[src/rtl/mem_channel_arbiter.sv]
// mem_channel_arbiter: shares NUM_CHANNELS memory channels among NUM_CONSUMERS LSU requesters (MEM_ARB_ROUND_ROBIN_EN selects round-robin scan, else fixed priority)
module mem_channel_arbiter #(
  parameter int ADDR_BITS     = 8,
  parameter int DATA_BITS     = 8,
  parameter int NUM_CONSUMERS = 4,
  parameter int NUM_CHANNELS  = 1,
  parameter int WRITE_ENABLE  = 1
) (
  input  logic                               clk,
  input  logic                               reset,
  input  logic [NUM_CONSUMERS-1:0]           consumer_read_valid,
  input  logic [NUM_CONSUMERS*ADDR_BITS-1:0] consumer_read_address,
  output logic [NUM_CONSUMERS-1:0]           consumer_read_ready,
  output logic [NUM_CONSUMERS*DATA_BITS-1:0] consumer_read_data,
  input  logic [NUM_CONSUMERS-1:0]           consumer_write_valid,
  input  logic [NUM_CONSUMERS*ADDR_BITS-1:0] consumer_write_address,
  input  logic [NUM_CONSUMERS*DATA_BITS-1:0] consumer_write_data,
  output logic [NUM_CONSUMERS-1:0]           consumer_write_ready,
  output logic [NUM_CHANNELS-1:0]            mem_read_valid,
  output logic [NUM_CHANNELS*ADDR_BITS-1:0]  mem_read_address,
  input  logic [NUM_CHANNELS-1:0]            mem_read_ready,
  input  logic [NUM_CHANNELS*DATA_BITS-1:0]  mem_read_data,
  output logic [NUM_CHANNELS-1:0]            mem_write_valid,
  output logic [NUM_CHANNELS*ADDR_BITS-1:0]  mem_write_address,
  output logic [NUM_CHANNELS*DATA_BITS-1:0]  mem_write_data,
  input  logic [NUM_CHANNELS-1:0]            mem_write_ready
);
  localparam int CW = NUM_CONSUMERS > 1 ? $clog2(NUM_CONSUMERS) : 1;
  typedef enum logic [2:0] {IDLE, READ_WAIT, WRITE_WAIT, RELAY_READ, RELAY_WRITE} state_t;
  state_t state [NUM_CHANNELS];
  state_t next_state [NUM_CHANNELS];
  logic [NUM_CHANNELS-1:0] grant, grant_rd;
  logic [NUM_CHANNELS-1:0][CW-1:0] grant_idx, owner;
  logic [NUM_CONSUMERS-1:0] claimed, taken;
`ifdef MEM_ARB_ROUND_ROBIN_EN
  logic [NUM_CHANNELS-1:0][CW-1:0] start;
`endif
  always_comb begin
    int i;
    i = 0;
    taken = claimed;
    grant = '0;
    grant_rd = '0;
    grant_idx = '0;
    for (int c = 0; c < NUM_CHANNELS; c++) begin
      for (int k = 0; k < NUM_CONSUMERS; k++) begin
`ifdef MEM_ARB_ROUND_ROBIN_EN
        i = (int'(start[c]) + k) % NUM_CONSUMERS;
`else
        i = k;
`endif
        if (state[c] == IDLE && !grant[c] && !taken[i] &&
            (consumer_read_valid[i] || (WRITE_ENABLE != 0 && consumer_write_valid[i]))) begin
          grant[c] = 1'b1;
          grant_rd[c] = consumer_read_valid[i];
          grant_idx[c] = CW'(i);
          taken[i] = 1'b1;
        end
      end
    end
  end
  always_comb begin
    for (int c = 0; c < NUM_CHANNELS; c++) begin
      next_state[c] = state[c];
      case (state[c])
        IDLE:        next_state[c] = grant[c] ? (grant_rd[c] ? READ_WAIT : WRITE_WAIT) : IDLE;
        READ_WAIT:   next_state[c] = mem_read_ready[c] ? RELAY_READ : READ_WAIT;
        WRITE_WAIT:  next_state[c] = mem_write_ready[c] ? RELAY_WRITE : WRITE_WAIT;
        RELAY_READ:  next_state[c] = consumer_read_valid[owner[c]] ? RELAY_READ : IDLE;
        RELAY_WRITE: next_state[c] = consumer_write_valid[owner[c]] ? RELAY_WRITE : IDLE;
        default:     next_state[c] = IDLE;
      endcase
    end
  end
  always_ff @(posedge clk) begin
    for (int c = 0; c < NUM_CHANNELS; c++) state[c] <= reset ? IDLE : next_state[c];
  end
  always_ff @(posedge clk) begin
    if (reset) begin
      claimed <= '0;
      owner <= '0;
      consumer_read_ready <= '0;
      consumer_read_data <= '0;
      consumer_write_ready <= '0;
      mem_read_valid <= '0;
      mem_read_address <= '0;
      mem_write_valid <= '0;
      mem_write_address <= '0;
      mem_write_data <= '0;
`ifdef MEM_ARB_ROUND_ROBIN_EN
      start <= '0;
`endif
    end else begin
      for (int c = 0; c < NUM_CHANNELS; c++) begin
        if (grant[c]) begin
          owner[c] <= grant_idx[c];
          claimed[grant_idx[c]] <= 1'b1;
`ifdef MEM_ARB_ROUND_ROBIN_EN
          start[c] <= CW'((int'(grant_idx[c]) + 1) % NUM_CONSUMERS);
`endif
          if (grant_rd[c]) begin
            mem_read_valid[c] <= 1'b1;
            mem_read_address[c*ADDR_BITS +: ADDR_BITS] <= consumer_read_address[grant_idx[c]*ADDR_BITS +: ADDR_BITS];
          end else if (WRITE_ENABLE != 0) begin
            mem_write_valid[c] <= 1'b1;
            mem_write_address[c*ADDR_BITS +: ADDR_BITS] <= consumer_write_address[grant_idx[c]*ADDR_BITS +: ADDR_BITS];
            mem_write_data[c*DATA_BITS +: DATA_BITS] <= consumer_write_data[grant_idx[c]*DATA_BITS +: DATA_BITS];
          end
        end
        if (state[c] == READ_WAIT && mem_read_ready[c]) begin
          mem_read_valid[c] <= 1'b0;
          consumer_read_ready[owner[c]] <= 1'b1;
          consumer_read_data[owner[c]*DATA_BITS +: DATA_BITS] <= mem_read_data[c*DATA_BITS +: DATA_BITS];
        end
        if (state[c] == WRITE_WAIT && mem_write_ready[c]) begin
          mem_write_valid[c] <= 1'b0;
          consumer_write_ready[owner[c]] <= 1'b1;
        end
        if (state[c] == RELAY_READ && !consumer_read_valid[owner[c]]) begin
          consumer_read_ready[owner[c]] <= 1'b0;
          claimed[owner[c]] <= 1'b0;
        end
        if (state[c] == RELAY_WRITE && !consumer_write_valid[owner[c]]) begin
          consumer_write_ready[owner[c]] <= 1'b0;
          claimed[owner[c]] <= 1'b0;
        end
      end
    end
  end
endmodule
[config.mk]
export PLATFORM = sky130hd
export DESIGN_NAME = mem_channel_arbiter
export DESIGN_NICKNAME = d
export VERILOG_FILES = /design/src/rtl/mem_channel_arbiter.sv
export SDC_FILE = /design/constraint.sdc
export NUM_CORES = 1
export LEC_CHECK = 0
export ABC_AREA = 1
export CAP_MARGIN = 20
export CELL_PAD_IN_SITES_DETAIL_PLACEMENT = 0
export CELL_PAD_IN_SITES_GLOBAL_PLACEMENT = 1
export CORE_ASPECT_RATIO = 0.5
export CORE_MARGIN = 3
export CORE_UTILIZATION = 26
export DETAILED_ROUTE_END_ITERATION = 8
export PLACE_DENSITY_LB_ADDON = 0.1
export SKIP_LAST_GASP = 1
export SLEW_MARGIN = 20
export SYNTH_ARGS = -nofsm -noshare
export SYNTH_HDL_FRONTEND = slang
export SYNTH_SLANG_ARGS = --single-unit
[constraint.sdc]
create_clock -name clk -period 2.2 [get_ports clk]
set_clock_uncertainty 0.15 [all_clocks]
set_input_delay 0.44 -clock clk [delete_from_list [all_inputs] [get_ports clk]]
set_output_delay 0.44 -clock clk [all_outputs]
set_load 0.01 [all_outputs]
# After elaboration in Yosys (flattened, before gate mapping)
# Memories as Yosys holds them, arrays and structs flattened.
# Index checks and enable logic that the tools add are counted.
[word_totals] n_memories=1 mem_bits_rw=3 ff_bits=72 wordCells=108
[memory_table] memory="state" depth=1 width=3 rd=1 rd_clocked_by_memory_dff=0 write_ports=1 line_no="30" source="state_t state [NUM_CHANNELS];"
[classes] mux=39 shifts=5 n_reduce_logical=35 bitwise_logic=9 n_eq_ne=4 n_lt_le_gt_ge=4 add_sub_neg=1
[ops] cell="variable part select 32 x 6 -> 8 bit" n=3
[ops] cell="2-to-1 mux 4 bit" n=11
[ops] cell="negation 5 -> 34 bit" n=1
[ops] cell="variable shift 8 x 34 -> 32 bit (first input constant)" n=1
[ops] cell="variable part select 8 x 34 -> 32 bit" n=1
[ops] cell="bitwise mux 32 bit" n=1
[ops] cell="logical AND 1 bit" n=17
[ops] cell="bitwise AND 4 bit" n=4
[ops] cell="one-hot mux 3 bit (5 select lines)" n=1
[ops] cell="2-to-1 mux 1 bit" n=13
[ops] cell="2-to-1 mux 2 bit" n=6
[ops] cell="bitwise OR 4 bit" n=3
[ops] cell="logical NOT 1 bit" n=9
[ops] cell="2-to-1 mux 3 bit" n=3
[ops] cell="equality test 3 x 2 -> 1 bit (second input constant)" n=2
[ops] cell="< comparator 2 x 3 -> 1 bit (second input constant)" n=2
[ops] cell="binary-select mux 1 bit (select 2 bit)" n=2
[ops] cell="demux 1 bit (select 2 bit)" n=2
[ops] cell=">= comparator 2 x 1 -> 1 bit (second input constant)" n=2
[ops] cell="logical OR 1 bit" n=4
[ops] cell="NOT 4 bit" n=1
[ops] cell="AND reduction 2 bit" n=2
[ops] cell="OR reduction 2 bit" n=2
[ops] cell="equality test 3 x 1 -> 1 bit (second input constant)" n=1
[ops] cell="3 further kinds" n=3

# Longest topological paths before layout
# An unclocked memory read counts as a cell.
[logic_depth] word_depth=32 mapped_depth=13 mapped_depth_nobuf=12

# Worst setup path before layout
# Ideal clock, no wire load.
[synth_path] kind="reg-to-reg" from="reg owner[0] (netlist bit)" to="reg consumer_read_data[10]" path_buffers=1 setup_slack_ns=0.003 path_stages_with_launch=9 synth_period_minus_slack_ns=2.197 t_arrival_ns=1.977 setup_time_ns=0.070 path_cell_list="dfxtp_1 > inv_1 > clkbuf_1 > ha_1 > inv_1 > nor2_1 > inv_1 > or4_1 > a21oi_1"
[synth_between] elab_chain_len=3 word_cells_on_any_way=4 classes_between="add/sub: 1; shift: 2; mux: 1"
[synth_rtl] item="start: declaration" line_no="33" source="logic [NUM_CHANNELS-1:0][CW-1:0] grant_idx, owner;"
[synth_rtl] item="start signal: indexed assignment" line_no="96" source="owner[c] <= grant_idx[c];"
[synth_rtl] item="negation 5 -> 34 bit (*)" line_no="113" source="consumer_read_data[owner[c]*DATA_BITS +: DATA_BITS] <= mem_read_data[c*DATA_BITS +: DATA_BITS];"
[synth_rtl] item="variable part select 8 x 34 -> 32 bit or variable shift 8 x 34 -> 32 bit (tied branches)" line_no="113"
[synth_rtl] item="bitwise mux 32 bit (*)" line_no="113"
[synth_rtl] item="end signal: indexed assignment" line_no="113"
[synth_rtl] item="end: declaration" line_no="14" source="output logic [NUM_CONSUMERS*DATA_BITS-1:0] consumer_read_data,"
# Mark *: on every way between the ends. The rest lies on a longest branch, timed or not.
# A chain may end at the register's enable or synchronous reset.

# Final worst setup path
[layout_path] from="in consumer_write_valid[3]" to="reg mem_write_address[1]"
[layout_between] elab_chain_len=5 word_cells_on_any_way=8 classes_between="shift: 1; mux: 3; bitwise: 1; reduce/logical: 3"
[layout_rtl] item="start: declaration" line_no="15" source="input logic [NUM_CONSUMERS-1:0] consumer_write_valid,"
[layout_rtl] item="logical OR 1 bit (*)" line_no="53" source="(consumer_read_valid[i] || (WRITE_ENABLE != 0 && consumer_write_valid[i]))) begin"
[layout_rtl] item="logical AND 1 bit (*)" line_no="52" source="if (state[c] == IDLE && !grant[c] && !taken[i] &&"
[layout_rtl] item="branches (longest 3 deep; another with variable part select 32 x 6 -> 8 bit)"
[layout_rtl] item="end signal: indexed assignment" line_no="106" source="mem_write_address[c*ADDR_BITS +: ADDR_BITS] <= consumer_write_address[grant_idx[c]*ADDR_BITS +: ADDR_BITS];"
[layout_rtl] item="end: declaration" line_no="24" source="output logic [NUM_CHANNELS*ADDR_BITS-1:0] mem_write_address,"
# Mark *: on every way between the ends.

==> results.json <==
{
  "status": "complete, no violations",
  "synth-async-reset-ratio": 0,
  "route.detailed.drc": 0,
  "slew_viol_final": 0,
  "netlist_top_cells_count": "188 x nand2_1, 97 x inv_1, 75 x dfxtp_1, 75 x nand3_1, 71 x nor2_1",
  "routed_via_density": 4.380,
  "antenna_cells": 0,
  "ys_top_cells_by_area": "dfxtp_1 35%, nand2_1 16%, nand3_1 8.7%",
  "avgSynthCellArea_um2": 6.280,
  "clock-root-buffer": "clkbuf_16",
  "relSlewSlack": 0.7174,
  "grt_pass1_vias": 4753,
  "arrival_ns": 2.20,
  "area_growth_pct": 66.56,
  "wirelength_um": 16330,
  "die_area_um2": 18270,
  "cts.clk_slew.worst_paths_ns": 0.07,
  "place_inst": 1106,
  "routabilityCongestion": 0.8442,
  "core_um2": 15820,
  "drive_gt1_frac": 0.1140,
  "setup_viol": 0,
  "critical_path_class": "input port to flip-flop",
  "synth_cell_types": 35,
  "initial_core_util": 0.2728,
  "tightestPinTransition_ns": 0.4229,
  "crit_path_start_kind": "input port",
  "drt.antenna.violating_nets": 0,
  "tritoncts": "done",
  "syn_area_um2": 4314,
  "rows": 32,
  "drt-initial-drc-count": 246,
  "clock_latency_ns": 0.34,
  "leakage_nw": 3.292,
  "cts_max_level": 3,
  "yosysSeqAreaShare": 0.3480,
  "cts.sink_count": 75,
  "grt_usage": 0.1708,
  "portBuffers": 181,
  "synth_most_common_cell": "nand2_1",
  "ys.flop_type": "dfxtp_1",
  "p_per_area_nw_per_um2": 1250,
  "max-vdd-ir-drop_uv": 578.4,
  "synth-warning-count": 0,
  "vias": 4963,
  "synthCells": 687,
  "hold_path_class": "flip-flop to flip-flop",
  "wl_per_cell_um": 14.41,
  "path_max_fanout": 16,
  "io_pins": 182,
  "synth_top_area_share": 0.3480,
  "hold_viol": 0,
  "instances_no_fill": 1133,
  "ctsHoldBuffers": 0,
  "grt_max_degree": 35,
  "fin_crit_ns": 2.111,
  "nets": 1031,
  "dp_hpwl_um": 12410,
  "fmax_mhz": 473.7,
  "clockBufferDepth": 2,
  "synth-edff-count": 0,
  "antenna_found_initial": 0,
  "dieHeight_um": 97.09,
  "grt_pass1_wl_um": 25030,
  "cts_buffers": 9,
  "period_share": 0.9596,
  "firstDrtPassIters": 4,
  "synth_area_leader_cell": "dfxtp_1",
  "fin_setup_tns_ns": 0,
  "ys_ff_latch": 75,
  "required_ns": 2.29,
  "crit_path_end_kind": "flip-flop",
  "overflow": 0,
  "die_w_um": 188.2,
  "mappedNetlistNets": 811,
  "drv_cap": 0
}
[stage by stage]
step,utilization,hold WS (ns),total power [mW],setup slack [ns],cell area [um2]
after global placement,0.4216,0.2848,7.026,-0.3102,6668
after CTS,0.4402,0.3000,8.580,0.03559,6962
after floorplan,-,0.2849,5.033,0.002919,4314
final,0.4544,0.2956,8.982,0.08886,7186
after global routing,0.4544,0.3144,9.771,-0.001907,7186
after detailed placement,0.4216,0.2890,7.046,-0.3591,6668
[state kept, by name, summed over array words and instances, names as in the netlist, 2 cells and up, named ones only]
name and flops:
consumer_read_data 32, mem_read_address 8, mem_write_address 8, mem_write_data 8, claimed 4, state 3, owner 2
[per-layer routing]
| metal | vias up | global-route usage | part of all wire |
|---|---|---|---|
| met2 | 141 | 0.2849 | 0.46 |
| met3 | 12 | 0.05405 | 0.070 |
| li1 | 2606 | - | - |
| met5 | - | 0 | 0 |
| met1 | 2204 | 0.2133 | 0.45 |
| met4 | 0 | 0.04666 | 0.011 |
[what timing repair did]
action                                  4_1_cts  5_1_grt
buffers inserted                              0        8
pin swaps                                     0        6
endpoints found under the setup margin       11       28
resized for setup                             1       22
gates cloned                                  0        3
[kinds of logic (layout without fill, tap and decap cells)]
logic type,after synthesis,after routing,share of synthesized area
AOI/OAI and AO/OA,81,81,0.09890
adders and majority gates,8,8,0.02320
buffers and inverters,138,363,0.1357
DFF,75,75,0.3480
and+or+nand+nor,385,385,0.3941
[critical path, stage by stage]
cell and delay [ns]:
clkdlybuf4s50_1 0.49, nor2_1 0.05, nor2_1 0.18, nand4_4 0.26, nand2_8 0.20, clkbuf_16 0.19
nand2_1 0.05, nand3_1 0.08, nand2_1 0.10, nor2_1 0.09, nor2_1 0.05
[report_power, final]
group          total [mW]  leakage (nW)  switching, mW  internal, mW
logic                5.70          2.54           3.18          2.52
registers            1.80         0.613          0.156          1.65
clock network        1.48         0.141          0.681         0.795
[cell type report]
cell class / count / area (um2)
Timing Repair Buffer: 243 / 2447
Clock buffer: 9 / 225.2
Sequential cell: 75 / 1503
Fill cell: 1655 / 8630
Clock inverter: 7 / 65.06
Inverter: 104 / 395.4
Tap cell: 221 / 276.5
Multi-Input combinational cell: 474 / 2273
[final timing paths]
kind,start,to,slack (ns),depth (start not counted)
setup / recovery,consumer_write_valid[3],mem_write_address[1],0.09,11
hold / removal,flip-flop,flip-flop,0.30,2
setup reg to reg,state[0][0],mem_write_address[1],0.11,12
hold reg to reg,flip-flop,flip-flop,0.30,2
[cell usage in the layout, fill, tap and decap left out, drive strengths merged, types with 14 or more instances in the layout]
master	Yosys	final
inv	104	109
o21ai	21	21
buf	19	59
nor3	14	14
a21oi	51	51
nor2	75	75
nand3	76	76
nand2	194	194
clkdlybuf4s50	0	177
dfxtp	75	75
Power figures use the tool's default switching activity.
